<file path="src/rtl/slave_rd_requester.sv">
// Slave-port read initiator: forwards one client read to the master port and returns data/error.
// Optional RD_TIMEOUT_EN macro turns a missing m_ack into an error response after TIMEOUT cycles.
module slave_rd_requester #(
  parameter int AWIDTH  = 32,
  parameter int DWIDTH  = 32,
  parameter int TIMEOUT = 256
) (
  input  logic              aclk,
  input  logic              areset,
  input  logic              s_valid,
  input  logic [AWIDTH-1:0] s_addr,
  output logic              s_ready,
  output logic              s_rvalid,
  output logic [DWIDTH-1:0] s_rdata,
  output logic              s_rerr,
  input  logic              s_rready,
  output logic              m_req,
  output logic [AWIDTH-1:0] m_addr,
  input  logic [DWIDTH-1:0] m_rdata,
  input  logic              m_resp,
  input  logic              m_ack
);

  typedef enum logic [1:0] {IDLE, WAIT, RESP} state_t;

  state_t            state, state_nxt;
  logic              m_req_nxt, s_rvalid_nxt, s_rerr_nxt;
  logic [AWIDTH-1:0] m_addr_nxt;
  logic [DWIDTH-1:0] s_rdata_nxt;

`ifdef RD_TIMEOUT_EN
  localparam int CW_RAW = $clog2(TIMEOUT + 1);
  localparam int CW     = (CW_RAW < 8) ? 8 : ((CW_RAW > 32) ? 32 : CW_RAW);
  localparam logic [CW-1:0] CNT_LAST = CW'(TIMEOUT - 1);

  logic [CW-1:0] cnt, cnt_nxt;
`endif

  assign s_ready = (state == IDLE);

  always_comb begin
    state_nxt    = state;
    m_req_nxt    = m_req;
    m_addr_nxt   = m_addr;
    s_rvalid_nxt = s_rvalid;
    s_rdata_nxt  = s_rdata;
    s_rerr_nxt   = s_rerr;
`ifdef RD_TIMEOUT_EN
    cnt_nxt      = cnt;
`endif
    case (state)
      IDLE: begin
        // m_ack here is a stale or late response and is ignored
        if (s_valid) begin
          m_addr_nxt = s_addr;
          m_req_nxt  = 1'b1;
          state_nxt  = WAIT;
`ifdef RD_TIMEOUT_EN
          cnt_nxt    = '0;
`endif
        end
      end
      WAIT: begin
        if (m_ack) begin
          s_rdata_nxt  = m_rdata;
          s_rerr_nxt   = m_resp;
          m_req_nxt    = 1'b0;
          s_rvalid_nxt = 1'b1;
          state_nxt    = RESP;
        end
`ifdef RD_TIMEOUT_EN
        // An ack arriving on the expiry cycle takes precedence over the timeout
        else if (cnt == CNT_LAST) begin
          s_rdata_nxt  = '0;
          s_rerr_nxt   = 1'b1;
          m_req_nxt    = 1'b0;
          s_rvalid_nxt = 1'b1;
          state_nxt    = RESP;
        end else begin
          cnt_nxt = cnt + 1'b1;
        end
`endif
      end
      RESP: begin
        if (s_rready) begin
          s_rvalid_nxt = 1'b0;
          state_nxt    = IDLE;
        end
      end
      default: state_nxt = IDLE;
    endcase
  end

  always_ff @(posedge aclk) begin
    if (areset) begin
      state    <= IDLE;
      m_req    <= 1'b0;
      m_addr   <= '0;
      s_rvalid <= 1'b0;
      s_rdata  <= '0;
      s_rerr   <= 1'b0;
`ifdef RD_TIMEOUT_EN
      cnt      <= '0;
`endif
    end else begin
      state    <= state_nxt;
      m_req    <= m_req_nxt;
      m_addr   <= m_addr_nxt;
      s_rvalid <= s_rvalid_nxt;
      s_rdata  <= s_rdata_nxt;
      s_rerr   <= s_rerr_nxt;
`ifdef RD_TIMEOUT_EN
      cnt      <= cnt_nxt;
`endif
    end
  end

endmodule

</file>
<file path="config.mk">
export PLATFORM = sky130hd
export DESIGN_NAME = slave_rd_requester
export DESIGN_NICKNAME = d
export VERILOG_FILES = /design/src/rtl/slave_rd_requester.sv
export SDC_FILE = /design/constraint.sdc
export NUM_CORES = 1
export LEC_CHECK = 0
export ABC_AREA = 1
export CAP_MARGIN = 10
export CORE_MARGIN = 4
export CORE_UTILIZATION = 40
export CTS_CLUSTER_SIZE = 10
export DETAILED_ROUTE_END_ITERATION = 10
export PLACE_DENSITY_LB_ADDON = 0.3
export SETUP_SLACK_MARGIN = 0.1
export SLEW_MARGIN = 20
export SYNTH_ARGS = -nofsm -noshare
export SYNTH_HDL_FRONTEND = slang
export SYNTH_SLANG_ARGS = --single-unit
</file>
<file path="constraint.sdc">
create_clock -name aclk -period 2.35 [get_ports aclk]
set_input_delay 0.47 -clock aclk [delete_from_list [all_inputs] [get_ports aclk]]
set_output_delay 0.47 -clock aclk [all_outputs]
set_load 0.01 [all_outputs]
</file>
==> results of run 1 <==
[critical path: stages (launching register included)]
cell	delay [ns]
dfxtp_1	0.36
nor2_4	0.12
clkdlybuf4s50_1	0.57
[kinds of logic after synthesis]
kind of cell | Yosys count
AOI/OAI and AO/OA | 36
buffers and inverters | 64
DFF | 69
and+or+nand+nor | 236
[layout by cell type, fill, tap and decap left out]
cell type / synthesis / routed
inv_1: 35 / 34
nand3b_1: 34 / 34
nor2_1: 98 / 98
nand3_2: 1 / 1
buf_4: 5 / 1
clkinv_2: 0 / 3
clkbuf_1: 3 / 2
nor2_4: 0 / 1
clkdlybuf4s50_1: 0 / 136
nand3_1: 1 / 1
inv_2: 1 / 2
dfxtp_1: 69 / 69
a21oi_1: 34 / 34
buf_2: 15 / 1
a21oi_2: 2 / 2
clkbuf_8: 0 / 9
nand2_1: 101 / 101
buf_12: 0 / 3
[area by class of cell]
type,instances,area share [%]
multi-input cells,272,27.43
well taps,96,2.710
clock buffers,11,2.964
clock inverters,3,0.3387
inverters,36,3.048
flip-flops and latches,69,31.16
repair buffers,141,32.35
[per-layer routing]
metal | share of wire [%] | GRT usage, % | vias to the layer above
met5 | 0 | 0 | -
met4 | 1.1 | 6.593 | 0
li1 | - | - | 1476
met3 | 9.0 | 6.093 | 8
met2 | 44 | 26.39 | 93
met1 | 45 | 20.61 | 1204
[final timing paths]
path / from / endpoint / slack (ns) / depth (start not counted)
max reg2reg: state[1] / state[0] / 0.92 / 4
min reg2reg: m_req / m_req / 0.47 / 2
min: m_req / m_req / 0.47 / 2
max: state[1] / s_ready / 0.51 / 2
[stage by stage]
| stage | area [sq um] | setup WS [ns] | cells | hold slack (ns) |
|---|---|---|---|---|
| global route | 4433 | 0.4459 | 628 | 0.5019 |
| finish | 4433 | 0.5057 | 628 | 0.4699 |
| floorplan | 2885 | 1.107 | 405 | 0.4778 |
| CTS | 4433 | 0.4720 | 628 | 0.4740 |
| global placement | 4287 | 0.7361 | 614 | 0.4529 |
| detailed placement | 4287 | 0.6834 | 614 | 0.4640 |
[flip-flops by register name, indices dropped and copies added (netlist names)]
signal    cells
s_rvalid      1
m_req         1
m_addr       32
s_rdata      32
state         2
s_rerr        1
[power by group]
group	switching, uW	internal, uW	total (uW)
logic	268	344	612
clock network	397	366	763
registers	47.5	1260	1310
==> impl_metrics.tcl, run 1 <==
set metrics [dict create \
    status "finished clean" \
    yosysTopAreaCell "dfxtp_1" \
    synth_edf_count 0 \
    grt_max_degree 70 \
    synth.distinct_cells 16 \
    start_util_pct 41.78 \
    fmax_ghz 0.5422 \
    cap_viol_max_count 0 \
    finalPower_uw 2682 \
    nets 599 \
    first_pass_iters 4 \
    utilization_pct 64.18 \
    p_per_area_nw_per_um2 605.1 \
    syn_area_sq_um 2885 \
    ios 138 \
    ff_latch_area_sq_um 1381 \
    arrival_ns 1.37 \
    gp_congestion 0.7130 \
    async_flop_share_pct 0 \
    grt_pass1_wl_um 11670 \
    vdd_drop_max_mv 0.2670 \
    period_needed_ns 1.844 \
    worst_slew_pin_slew_ns 0.5881 \
    die_x_um 92.93 \
    die-area_sq_um 8636 \
    yosysTopAreaCellShare_pct 47.88 \
    drt_iter0_drc 67 \
    path_class "flip-flop to output port" \
    hold_class "flip-flop to flip-flop" \
    wl_per_cell_um 11.53 \
    fill_cells 615 \
    clock-root-buffer "clkbuf_8" \
    synthAdderAreaFrac_pct 0 \
    ctsResizeCount 0 \
    cts.sinks 69 \
    via_per_inst 4.428 \
    drv_slew 0 \
    synth_commonest_cells "101 x nand2_1, 98 x nor2_1, 69 x dfxtp_1, 35 x inv_1" \
    syn_to_final_growth_pct 53.64 \
    finClkSkew_ns 0.005852 \
    clock_latency_ns 0.33 \
    fp-row-count 30 \
    fin_tns_setup_ns 0 \
    grt_pass1_vias 2569 \
    fin_crit_sh_pct 78.48 \
    synth_xor_area_share_pct 0 \
    synthTopCellsByArea "dfxtp_1 48%, nand2_1 13%, nor2_1 13%, nand3b_1 8.8%, a21oi_1 5.9%" \
    core-area_sq_um 6907 \
    setup_violations 0 \
    rsz0062_at_grt "no" \
    synth.most_common_cell "nand2_1" \
    cts_buffer_depth 2 \
    ys_ff_latch 69 \
    crit_fanout 4 \
    syn_inst 405 \
    antenna_found_initial 0 \
    synthSimpleGateAreaFrac_pct 35.47 \
    ys_seq_area_share_pct 47.88 \
    slew_headroom_pct 60.79 \
    drtAntennaViolNets 0 \
    cts-hold-fix-buffers 0 \
    htreeDepth 3 \
    io_buffers 137 \
    hold_viol 0 \
    diodes 0 \
    numCtsBuffers 9 \
    synth-main-ff-cell "dfxtp_1" \
    multi_input_area_sq_um 1216 \
    drive_gt1_share_pct 4.323 \
    yosysWarnings 0 \
    grt-ovfl-total 0 \
    grtUsageTotal_pct 16.70 \
    cp-end-kind "output port" \
    crit_required_ns 1.88 \
    num_vias 2781 \
    cp-start-kind "flip-flop" \
    die_h_um 92.93 \
    synthMuxAreaShare_pct 0 \
    cts_tree "done" \
    cts_setup_buffers 0 \
    drt-total-wl_um 7242 \
    synth_top_family_by_area "simple AND/OR/NAND/NOR gates" \
    syn_avg_cell_area_sq_um 7.124 \
    synth_compound_area_share_pct 6.505 \
    drc_errors 0 \
    synth_nets 475 \
    path_clk_slew_ns 0.07 \
    hpwl_um 4968 \
    p_leak_uw 0.001971 \
]
Note: power is estimated with default switching activity, not from simulation.
==> run 2: changes to the inputs <==
CORE_UTILIZATION = 37   (was 40)
clock period = 1.6 ns   (was 2.35 ns; I/O delays follow)
==> run 2 against run 1 <==
Sequential share of layout area decreased by 0.20 points; global-route usage decreased by 0.63 points; count of clock-buffer cells in the layout increased by 1; largest cell class is now registers; sequential power increased by 46%; largest power group unchanged; critical path depth unchanged; combinational power increased by 35%.
==> impl_metrics.tcl, run 2 (synthesis results as in run 1) <==
set metrics [dict create \
    diodes 0 \
    worst_slew_pin_slew_ns 0.3295 \
    cp-end-kind "output port" \
    fmax_ghz 0.7463 \
    p_leak_uw 0.002286 \
    first_pass_iters 4 \
    p_per_area_nw_per_um2 970.1 \
    drt-total-wl_um 7490 \
    die_h_um 96.31 \
    setup_violations 0 \
    core-area_sq_um 7408 \
    antenna_found_initial 0 \
    r2r_start "state[1]" \
    vdd_drop_max_mv 0.3957 \
    max_stage_delay_ns 0.36 \
    startpoint "state[1]" \
    period_needed_ns 1.340 \
    numCtsBuffers 9 \
    cp-start-kind "flip-flop" \
    power.clock.fraction_pct 36.7 \
    cts_buffer_depth 2 \
    switching_share_pct 25.24 \
    ios 138 \
    crit_fanout 4 \
    hold_viol 0 \
    pwr-share-comb_pct 19.1 \
    grt_max_degree 66 \
    fin_crit_sh_pct 83.75 \
    io_buffers 137 \
    clock-root-buffer "clkbuf_8" \
    cts_tree "done" \
    syn_to_final_growth_pct 54.64 \
    num_vias 2825 \
    fin_area_sq_um 4462 \
    fin_tns_setup_ns 0 \
    cts_setup_buffers 0 \
    die_x_um 96.31 \
    drt_iter0_drc 69 \
    path_class "flip-flop to output port" \
    die-area_sq_um 9275 \
    gp_congestion 0.6886 \
    final_cell_mix "101 x nand2_1, 98 x nor2_1, 69 x dfxtp_1" \
    start_util_pct 38.95 \
    cts.sinks 69 \
    hpwl_um 5108 \
    switchingPower_uw 1092 \
    finClkSkew_ns 0.006359 \
    min_from "m_req" \
    internal_power_uw 3236 \
    clock_latency_ns 0.33 \
    final_common_cell "nand2_1" \
    crit_required_ns 1.28 \
    arrival_ns 1.02 \
    rsz0062_at_grt "no" \
    nets 602 \
    largestRegisters "m_addr x32, s_rdata x32, state x2" \
    critical_path.slowest_cell "dfxtp_1" \
    drv_slew 0 \
    cts-hold-fix-buffers 0 \
    drtAntennaViolNets 0 \
    drc_errors 0 \
    status "finished clean" \
    fp-row-count 31 \
    cp_top_family "flip-flops" \
    grt_pass1_wl_um 11770 \
    power_frac_seq_pct 44.2 \
    grt-ovfl-total 0 \
    slew_headroom_pct 78.03 \
    wl_per_cell_um 11.78 \
    cap_viol_max_count 0 \
    drive_gt1_share_pct 5.587 \
    htreeDepth 3 \
    via_per_inst 4.442 \
    grtUsageTotal_pct 16.07 \
    placed_cell_area_sq_um 4325 \
    hold_class "flip-flop to flip-flop" \
    path_clk_slew_ns 0.07 \
    crit_buf_inv 1 \
    grt_pass1_vias 2558 \
    worstPathCellList "nor2_4 > clkbuf_2" \
]
[run 2: cell types whose count changed in the layout (fill, tap and decap cells not counted)]
| cell | previous run | this run |
|---|---|---|
| clkbuf_1 | 2 | 1 |
| buf_4 | 1 | 3 |
| bufinv_16 | 0 | 2 |
| clkbuf_8 | 9 | 11 |
| buf_12 | 3 | 4 |
| clkdlybuf4s50_1 | 136 | 68 |
| clkbuf_2 | 0 | 1 |
| dlygate4sd2_1 | 0 | 67 |
| clkinv_2 | 3 | 2 |
[run 2: worst reg2reg max path, stage by stage (launching register included)]
cell     delay, ns
dfxtp_1       0.43
inv_2         0.07
nand3_2       0.10
buf_4         0.33
nand2_1       0.10
nand2_1       0.08
nor2_1        0.04
[run 2: stage by stage]
| step | setup WS [ns] | total power [uW] | hold WS (ns) | utilization, % | instances |
|---|---|---|---|---|---|
| finish | 0.2601 | 4328 | 0.4567 | 60.23 | 636 |
| global route | 0.2015 | 4592 | 0.4935 | 60.23 | 636 |
| CTS | 0.09439 | 4383 | 0.4611 | 60.28 | 636 |
| detailed placement | 0.04833 | 2879 | 0.4519 | 58.39 | 620 |
| global placement | 0.1245 | 2860 | 0.4494 | 58.39 | 620 |
| floorplan | 0.5066 | 2382 | 0.3824 | - | 405 |
[run 2: metal layers]
layer	global-route usage (%)	share of wire (%)
met5	0	0
met4	6.075	1.4
met3	6.802	11
met2	25.01	43
met1	19.69	44
[run 2: power by group through the flow]
stage | sequential (uW) | clock [uW] | combinational (uW)
after floorplan | 2010 | 0 | 369
after global placement | 1950 | 0 | 907
after detailed placement | 1960 | 0 | 921
after CTS | 1910 | 1630 | 837
after global routing | 1930 | 1740 | 924
final | 1910 | 1590 | 826
[run 2: worst paths after layout]
kind | endpoint | slack (ns) | cells past startpoint
max | s_ready | 0.26 | 2
min | m_req | 0.46 | 2
max reg2reg | s_rdata[9] | 0.34 | 6
min reg2reg | m_req | 0.46 | 2
[run 2: layout make-up]
class	count	area (sq um)
flip-flops and latches	69	1381
repair buffers	144	1380
multi-input cells	272	1216
well taps	99	123.9
fillers	736	2947
inverters	36	135.1
clock buffers	12	155.1
clock inverters	4	70.07
[run 2: repair_timing]
item,CTS,global route
cloned,0,0
pin swaps,0,0
resized for setup,68,2
endpoints found under the setup margin,68,1
